==> src/rtl/hazard_controller.sv <==
// Hazard controller: forwarding selects, load-use stalls, branch flushes,
// memory-wait freeze with watchdog. Optional counters under HAZARD_PERF_EN.
module hazard_controller #(
    parameter int WAIT_MAX = 15
) (
    input  logic       clk,
    input  logic       reset,
    input  logic [4:0] Rs1D,
    input  logic [4:0] Rs2D,
    input  logic [4:0] Rs1E,
    input  logic [4:0] Rs2E,
    input  logic [4:0] RdE,
    input  logic [4:0] RdM,
    input  logic [4:0] RdW,
    input  logic       RegWriteM,
    input  logic       RegWriteW,
    input  logic       ResultSrcE0,
    input  logic       PCSrcE,
    input  logic       MemReqM,
    input  logic       MemReadyM,
    output logic [1:0] ForwardAE,
    output logic [1:0] ForwardBE,
    output logic       StallF,
    output logic       StallD,
    output logic       StallE,
    output logic       StallM,
    output logic       FlushD,
    output logic       FlushE,
    output logic       FlushW,
    output logic       mem_timeout
`ifdef HAZARD_PERF_EN
    ,
    output logic [31:0] stall_cycles,
    output logic [31:0] flush_events
`endif
);

    typedef enum logic [1:0] {
        INIT     = 2'd0,
        RUN      = 2'd1,
        MEM_WAIT = 2'd2
    } state_t;

    localparam logic [7:0] WMAX = 8'(WAIT_MAX);

    state_t     state_q, state_d;
    logic [7:0] cnt_q, cnt_d;
    logic       tmo_q, tmo_d;
    logic       lw_stall;
    logic       wait_c;
    logic       run_eq;

    function automatic logic [1:0] fwd_sel(input logic [4:0] rs,
                                           input logic       wm,
                                           input logic [4:0] rdm,
                                           input logic       ww,
                                           input logic [4:0] rdw);
        if (wm && rdm != 5'd0 && rdm == rs)
            return 2'b10;
        else if (ww && rdw != 5'd0 && rdw == rs)
            return 2'b01;
        else
            return 2'b00;
    endfunction

    assign ForwardAE = fwd_sel(Rs1E, RegWriteM, RdM, RegWriteW, RdW);
    assign ForwardBE = fwd_sel(Rs2E, RegWriteM, RdM, RegWriteW, RdW);

    assign lw_stall = ResultSrcE0 & (RdE != 5'd0) &
                      ((RdE == Rs1D) | (RdE == Rs2D)) & ~PCSrcE;

    always_comb begin
        state_d = INIT;
        wait_c  = 1'b0;
        run_eq  = 1'b0;
        StallF  = 1'b0;
        StallD  = 1'b0;
        StallE  = 1'b0;
        StallM  = 1'b0;
        FlushD  = 1'b0;
        FlushE  = 1'b0;
        FlushW  = 1'b0;
        unique case (state_q)
            INIT: begin
                FlushD  = 1'b1;
                FlushE  = 1'b1;
                FlushW  = 1'b1;
                state_d = RUN;
            end
            RUN:      wait_c = MemReqM & ~MemReadyM;
            MEM_WAIT: wait_c = ~MemReadyM;
            default:  state_d = INIT;
        endcase
        // Freeze wins over branch flush and load-use stall
        if (state_q == RUN || state_q == MEM_WAIT) begin
            if (wait_c) begin
                StallF  = 1'b1;
                StallD  = 1'b1;
                StallE  = 1'b1;
                StallM  = 1'b1;
                FlushW  = 1'b1;
                state_d = MEM_WAIT;
            end else begin
                run_eq  = 1'b1;
                StallF  = lw_stall;
                StallD  = lw_stall;
                FlushD  = PCSrcE;
                FlushE  = lw_stall | PCSrcE;
                state_d = RUN;
            end
        end
    end

    always_comb begin
        cnt_d = 8'd0;
        if (wait_c)
            cnt_d = (cnt_q == 8'hFF) ? cnt_q : cnt_q + 8'd1;
        tmo_d = tmo_q | (wait_c & (cnt_d >= WMAX));
    end

    always_ff @(posedge clk or posedge reset) begin
        if (reset) begin
            state_q <= INIT;
            cnt_q   <= 8'd0;
            tmo_q   <= 1'b0;
        end else begin
            state_q <= state_d;
            cnt_q   <= cnt_d;
            tmo_q   <= tmo_d;
        end
    end

    assign mem_timeout = tmo_q;

`ifdef HAZARD_PERF_EN
    logic [31:0] stall_cnt_q, flush_cnt_q;

    always_ff @(posedge clk or posedge reset) begin
        if (reset) begin
            stall_cnt_q <= 32'd0;
            flush_cnt_q <= 32'd0;
        end else begin
            if (StallF)
                stall_cnt_q <= stall_cnt_q + 32'd1;
            if (run_eq && FlushE)
                flush_cnt_q <= flush_cnt_q + 32'd1;
        end
    end

    assign stall_cycles = stall_cnt_q;
    assign flush_events = flush_cnt_q;
`else
    logic unused_run_eq;
    assign unused_run_eq = run_eq;
`endif

endmodule

==> config.mk <==
export PLATFORM = sky130hd
export DESIGN_NAME = hazard_controller
export DESIGN_NICKNAME = d
export VERILOG_FILES = /design/src/rtl/hazard_controller.sv
export SDC_FILE = /design/constraint.sdc
export NUM_CORES = 1
export LEC_CHECK = 0
export ABC_AREA = 1
export CAP_MARGIN = 15
export CORE_MARGIN = 8
export CORE_UTILIZATION = 45
export DETAILED_ROUTE_END_ITERATION = 16
export HOLD_SLACK_MARGIN = 0.02
export PLACE_DENSITY = 0.95
export SETUP_SLACK_MARGIN = 0.3
export SLEW_MARGIN = 0
export SYNTH_ARGS = -nofsm -noshare
export SYNTH_HDL_FRONTEND = slang
export SYNTH_SLANG_ARGS = --single-unit
==> constraint.sdc <==
create_clock -name clk -period 2.1 [get_ports clk]
set_input_delay 0.315 -clock clk [delete_from_list [all_inputs] [get_ports clk]]
set_output_delay 0.315 -clock clk [all_outputs]
set_load 0.01 [all_outputs]
==> flow_summary_export.csv, run 1 <==
group,metric,value,unit
power_and_ir_drop,vdd_ir_drop_max,0.666,mV
setup_path,worst_r2r_path_depth,12,
sta,final_max_slew_viol_count,0,
placed_design,dp_hpwl,2990,um
clock_tree,ctsRootBufferMaster,"clkbuf_4",
route,drtPass1Iterations,4,
global_routing,grt_overflow,0,
setup_path,criticalPathCategory,"flip-flop to output pin",
route,vias_per_cell,4.87,
synthesis,synth_edf_count,0,
synthesis,synth_area_leaders,"dfrtp_1, nand2_1, xor2_1, xnor2_1, inv_1",
synthesis,synth_warnings,0,
placed_design,portBuffers,54,
setup_path,r2r_setup_slack,0.40,ns
synthesis,syn_avg_cell_area,6.84,um^2
sta,fin_skew,0.00209,ns
setup_path,cp-end-kind,"output pin",
synthesis,synth.net_count,220,
clock_tree,clkSinkCount,11,
sta,slew_headroom,0.736,
floorplan,fp.dieH,67.3,um
route,vias,1329,
synthesis,synth_cells,173,
floorplan,dieWidth,67.3,um
placed_design,dp_cells,265,
global_routing,grt_max_degree,12,
synthesis,synth_seq_area_share,0.233,
sta,min_period_over_period,0.900,
synthesis,yosys-top-cells-count,"nand2_1, inv_1, nor2_1",
power_and_ir_drop,p_sw,420,uW
global_routing,grt.total_usage,0.160,
power_and_ir_drop,seqPwrFrac,0.234,
synthesis,synth_area,0.00118,mm^2
cells_and_area,area_growth,61.2,%
cells_and_area,multi_input_area,840,um^2
setup_path,start_kind,"flip-flop",
floorplan,start_util,0.478,
synthesis,synth-async-reset-ratio,1.00,
cells_and_area,drive_gt1_frac,0.218,
route,route.detailed.drc,0,
clock_tree,path_clk_slew,0.07,ns
power_and_ir_drop,clkPwrFrac,0.133,
power_and_ir_drop,p_comb_frac,0.633,
route,routedWlPerCell,13.1,um
power_and_ir_drop,power.density,554,mW/mm^2
cells_and_area,nets,291,
sta,setup_viol,0,
sta,worst_pin_slew,0.395,ns
floorplan,dieArea,0.00453,mm^2
cells_and_area,n_antenna_cell,0,
synthesis,ys_ff_latch,11,
route,drtIter0Drc,68,
global_routing,antenna_found_initial,0,
sta,rsz0062_at_grt,"yes",
global_routing,grt_pass1_wl,5750,um
floorplan,row_count,18,
clock_tree,cts_tree,"done",
sta,hold_viol_final,0,
floorplan,io-pin-count,55,
sta,period_needed,1.89,ns
setup_path,crit_arrival,1.57,ns
setup_path,timing.critical_path.from,"state_q[1]$_DFF_PP0_",
setup_path,r2r-start,"state_q[1]$_DFF_PP0_",
cells_and_area,register_area,275,um^2
setup_path,worstSetupEndpoint,"FlushE",
global_routing,grt_pass1_vias,1409,
synthesis,synth_ff_type,"dfrtp_1",
flow_run,maxCapViolations,0,
cells_and_area,nFillCells,181,
power_and_ir_drop,netSwitchingFraction,0.397,
synthesis,synth_top_area_cell,"dfrtp_1",
setup_path,r2r_end,"mem_timeout$_DFF_PP0_",
setup_path,crit_required,1.78,ns
clock_tree,cts_max_path_buffers,2,
power_and_ir_drop,total_leakage_power,1.03,nW
clock_tree,htree_levels,1,
floorplan,coreArea,0.00248,mm^2
clock_tree,cts_buffers,3,
synthesis,synth_top_cell_area_share,0.233,
synthesis,synthDistinctLibCells,22,
outcome,outcome,"finished clean",
route,wl,3590,um
placed_design,gp_congestion,0.884,
cells_and_area,fin_util,0.770,
clock_tree,insertion_delay,0.26,ns
synthesis,synth.most_common_cell,"nand2_1",
cells_and_area,fin_area,0.00191,mm^2
route,antenna_left,0,
power_and_ir_drop,intPower,638,uW
sta,fmax,0.529,GHz
cells_and_area,fin_cells,273,
power_and_ir_drop,power.total,1.06,mW
min_path,hp-class,"input pin to asynchronous set/reset pin",
setup_path,path_max_fanout,3,
placed_design,placed_cell_area,0.00182,mm^2
==> worst min path at each step <==
stage | from | end | slack, ns | cells past startpoint
floorplan | reset | cnt_q[0]$_DFF_PP0_ | 0.17 | 1
global placement | mem_timeout$_DFF_PP0_ | mem_timeout$_DFF_PP0_ | 0.47 | 2
detailed placement | mem_timeout$_DFF_PP0_ | mem_timeout$_DFF_PP0_ | 0.48 | 2
CTS | reset | cnt_q[4]$_DFF_PP0_ | 0.34 | 2
global route | reset | cnt_q[7]$_DFF_PP0_ | 0.38 | 2
finish | reset | cnt_q[4]$_DFF_PP0_ | 0.33 | 2
==> registers in the layout, summed over array words and instances (netlist names) <==
signal / count
cnt_q: 8
state_q: 2
mem_timeout: 1
==> through the flow <==
step / setup WS, ns / setup TNS [ns] / hold slack (ns)
after floorplan: 0.496 / 0 / 0.167
after detailed placement: -0.277 / -1.68 / 0.478
after CTS: 0.233 / 0 / 0.342
final: 0.211 / 0 / 0.327
after global placement: -0.211 / -1.27 / 0.467
after global routing: 0.0958 / 0 / 0.384
==> power groups by stage <==
stage | registers (mW) | logic, mW | clock network [mW]
after floorplan | 0.247 | 0.288 | 0
final | 0.248 | 0.670 | 0.140
after global routing | 0.252 | 0.721 | 0.158
after detailed placement | 0.250 | 0.592 | 0
after CTS | 0.249 | 0.615 | 0.141
after global placement | 0.249 | 0.579 | 0
==> layout make-up <==
type | instances | area share
sequential | 11 | 0.144
timing repair buffer | 68 | 0.318
clock buffer | 4 | 0.0138
tap | 30 | 0.0197
inverter | 32 | 0.0643
multi-input combinational | 128 | 0.440
==> logic make-up (layout without fill, tap and decap cells) <==
family / count (synthesis) / after routing / share of synthesized area
XOR/XNOR: 29 / 29 / 0.215
AO/OA/AOI/OAI: 7 / 7 / 0.0349
AND/OR/NAND/NOR: 88 / 88 / 0.362
flip-flops: 11 / 11 / 0.233
adder cells (fa/ha/maj): 4 / 4 / 0.0423
buffers and inverters: 34 / 104 / 0.114
==> layout by cell type (no fill, tap or decap), types with 5 or more instances in the layout <==
cell type | netlist | final
inv_1 | 32 | 27
o21ai_0 | 5 | 5
dfrtp_1 | 11 | 11
buf_2 | 0 | 7
clkdlybuf4s50_1 | 0 | 18
nand2_2 | 2 | 5
nand3_1 | 15 | 15
xor2_1 | 15 | 15
xnor2_1 | 14 | 13
dlygate4sd2_1 | 0 | 19
nand2_1 | 35 | 30
nor2_1 | 19 | 19
buf_6 | 0 | 8
buf_4 | 2 | 10
==> metal layers <==
metal,vias up,share of wire,wire length [um],GRT usage
met2,41,0.55,1970,0.312
met5,-,0,0,0
li1,674,-,-,-
met4,0,0.027,96,0.0444
met3,8,0.061,220,0.0530
met1,606,0.36,1300,0.155
==> what timing repair did <==
action	4_1_cts	5_1_grt
gates resized for setup	84	17
hold buffers	0	0
pin swaps	14	12
setup endpoints to repair	11	10
setup buffers	2	2
==> critical path, cell delays in order, from the launching register on <==
cell,delay [ns]
dfrtp_1,0.39
inv_2,0.07
ha_1,0.14
nand2_1,0.06
nand2_2,0.09
nand2_4,0.08
nand2_4,0.08
inv_2,0.04
buf_4,0.12
nand3_1,0.07
nand2_1,0.06
buf_2,0.13
(Power assumes the default switching activity.)
==> run 2, diff against run 1 <==
CTS_CLUSTER_SIZE = 30   (was default)
==> results of run 2 <==
The final DEF is identical to that of run 1; final timing and power are the same.
==> run 3, diff against run 2 <==
CORE_ASPECT_RATIO = 2   (was default)
CORE_UTILIZATION = 37   (was 45)
PLACE_DENSITY = 0.86   (was 0.95)
clock period = 1.5 ns   (was 2.1 ns; I/O delays follow)
==> flow_summary_export.csv, run 3 (same netlist as run 1, synthesis figures left out) <==
group,metric,value,unit
setup_path,start_kind,"flip-flop",
global_routing,antenna_found_initial,0,
sta,setup_viol,12,
route,route.detailed.drc,0,
setup_path,cp_top_family,"simple AND/OR/NAND/NOR gates",
floorplan,coreArea,0.00312,mm^2
clock_tree,path_clk_slew,0.05,ns
sta,finalSetupTns,-1.92,ns
sta,hold_ws,0.288,ns
setup_path,max_stage_delay,0.38,ns
floorplan,start_util,0.379,
power_and_ir_drop,vdd_ir_drop_max,0.480,mV
outcome,outcome,"complete, but fails checks",
route,drtPass1Iterations,4,
sta,slew_headroom,0.716,
sta,rsz0062_at_grt,"yes",
global_routing,grt_pass1_vias,1499,
min_path,hp-class,"input pin to asynchronous set/reset pin",
setup_path,criticalPathCategory,"flip-flop to output pin",
cells_and_area,fin_area,0.00223,mm^2
cells_and_area,n_antenna_cell,0,
route,vias,1367,
setup_path,path_max_fanout,3,
setup_path,cp.buffers_inverters,3,
global_routing,grt.total_usage,0.141,
setup_path,critPathSlowestCell,"dfrtp_1",
route,drtIter0Drc,15,
sta,fmax,0.577,GHz
setup_path,crit_top_cell,"nand2_2",
clock_tree,htree_levels,1,
floorplan,dieWidth,56.0,um
cells_and_area,nFillCells,232,
outcome,violations,"setup timing",
clock_tree,clkSinkCount,11,
flow_run,maxCapViolations,0,
floorplan,dieArea,0.00537,mm^2
placed_design,placed_cell_area,0.00188,mm^2
sta,min_period_over_period,1.16,
setup_path,cp-end-kind,"output pin",
global_routing,grt_overflow,0,
power_and_ir_drop,power.density,789,mW/mm^2
setup_path,crit_arrival,1.51,ns
sta,finalWorstSetupSlack,-0.234,ns
route,wl,4020,um
cells_and_area,fin_util,0.715,
setup_path,path_cells,"inv_2 > ha_1 > nand2_1 > nand2_2 > nand2_4 > nand2_2 > inv_2 > nand2_1 > o21a_1 > nand2_2 > buf_6",
route,routedWlPerCell,14.6,um
clock_tree,cts_buffers,3,
clock_tree,hold_buffers,0,
floorplan,fp.dieH,96.0,um
sta,worst_pin_slew,0.426,ns
placed_design,dp_hpwl,3030,um
global_routing,grt_pass1_wl,6290,um
cells_and_area,final_cell_mix,"inv_1, nand2_1, clkdlybuf4s50_1",
cells_and_area,area_growth,88.6,%
route,vias_per_cell,4.95,
sta,fin_skew,0.00243,ns
power_and_ir_drop,total_leakage_power,1.12,nW
route,antenna_left,0,
placed_design,gp_congestion,0.852,
clock_tree,ctsRootBufferMaster,"clkbuf_8",
cells_and_area,final_common_cell,"inv_1",
floorplan,io-pin-count,55,
clock_tree,insertion_delay,0.23,ns
setup_path,crit_required,1.27,ns
clock_tree,cts_max_path_buffers,2,
clock_tree,cts_tree,"done",
power_and_ir_drop,power.total,1.76,mW
cells_and_area,top_register,"cnt_q",
sta,hold_viol_final,0,
placed_design,portBuffers,54,
sta,period_needed,1.73,ns
cells_and_area,largest_reg_flops,8,
global_routing,grt_max_degree,12,
floorplan,row_count,29,
sta,final_max_slew_viol_count,0,
cells_and_area,nets,293,
cells_and_area,drive_gt1_frac,0.396,
[run 3: final timing paths]
| check | startpoint | endpoint | slack (ns) | cells past startpoint |
|---|---|---|---|---|
| min | reset | state_q[1]$_DFF_PP0_ | 0.29 | 2 |
| max in group asynchronous | reset | cnt_q[0]$_DFF_PP0_ | 0.91 | 2 |
| min reg2reg | mem_timeout$_DFF_PP0_ | mem_timeout$_DFF_PP0_ | 0.50 | 2 |
| min in group clk | mem_timeout$_DFF_PP0_ | mem_timeout$_DFF_PP0_ | 0.50 | 2 |
| max | state_q[1]$_DFF_PP0_ | FlushE | -0.23 | 11 |
| max reg2reg | state_q[1]$_DFF_PP0_ | mem_timeout$_DFF_PP0_ | -0.18 | 13 |
[run 3: metrics by stage]
stage          setup WS (ns)  cells
2_1_floorplan         0.0939    173
3_3_place_gp          -0.657    268
3_5_place_dp          -0.680    268
4_1_cts               -0.272    274
5_1_grt               -0.362    276
6_report              -0.234    276
[run 3: cell type report]
type | count | area (um^2) | share of cell area
Clock buffer | 4 | 45.0 | 0.0202
Inverter | 32 | 123 | 0.0549
Multi-Input combinational cell | 128 | 993 | 0.445
Sequential cell | 11 | 275 | 0.123
Tap cell | 31 | 38.8 | 0.0174
Timing Repair Buffer | 70 | 757 | 0.339
[run 3: routing by layer]
metal	track usage	part of all wire	vias to the layer above	wire [um]
li1	-	-	674	-
met4	0.0444	0.016	0	65
met5	0	0	-	0
met2	0.277	0.56	69	2250
met1	0.121	0.33	616	1310
met3	0.0634	0.099	8	396
[run 3: what timing repair did]
action                     CTS  global route
hold endpoints to repair     0             0
gates resized for setup    183            47
setup buffers                2             2
pin swaps                   28            20
setup endpoints to repair   21            21
[run 3: power breakdown]
group          total, mW  internal [mW]  switching, mW
Clock              0.290          0.186          0.104
Sequential         0.345          0.326         0.0188
Combinational       1.13          0.612          0.514
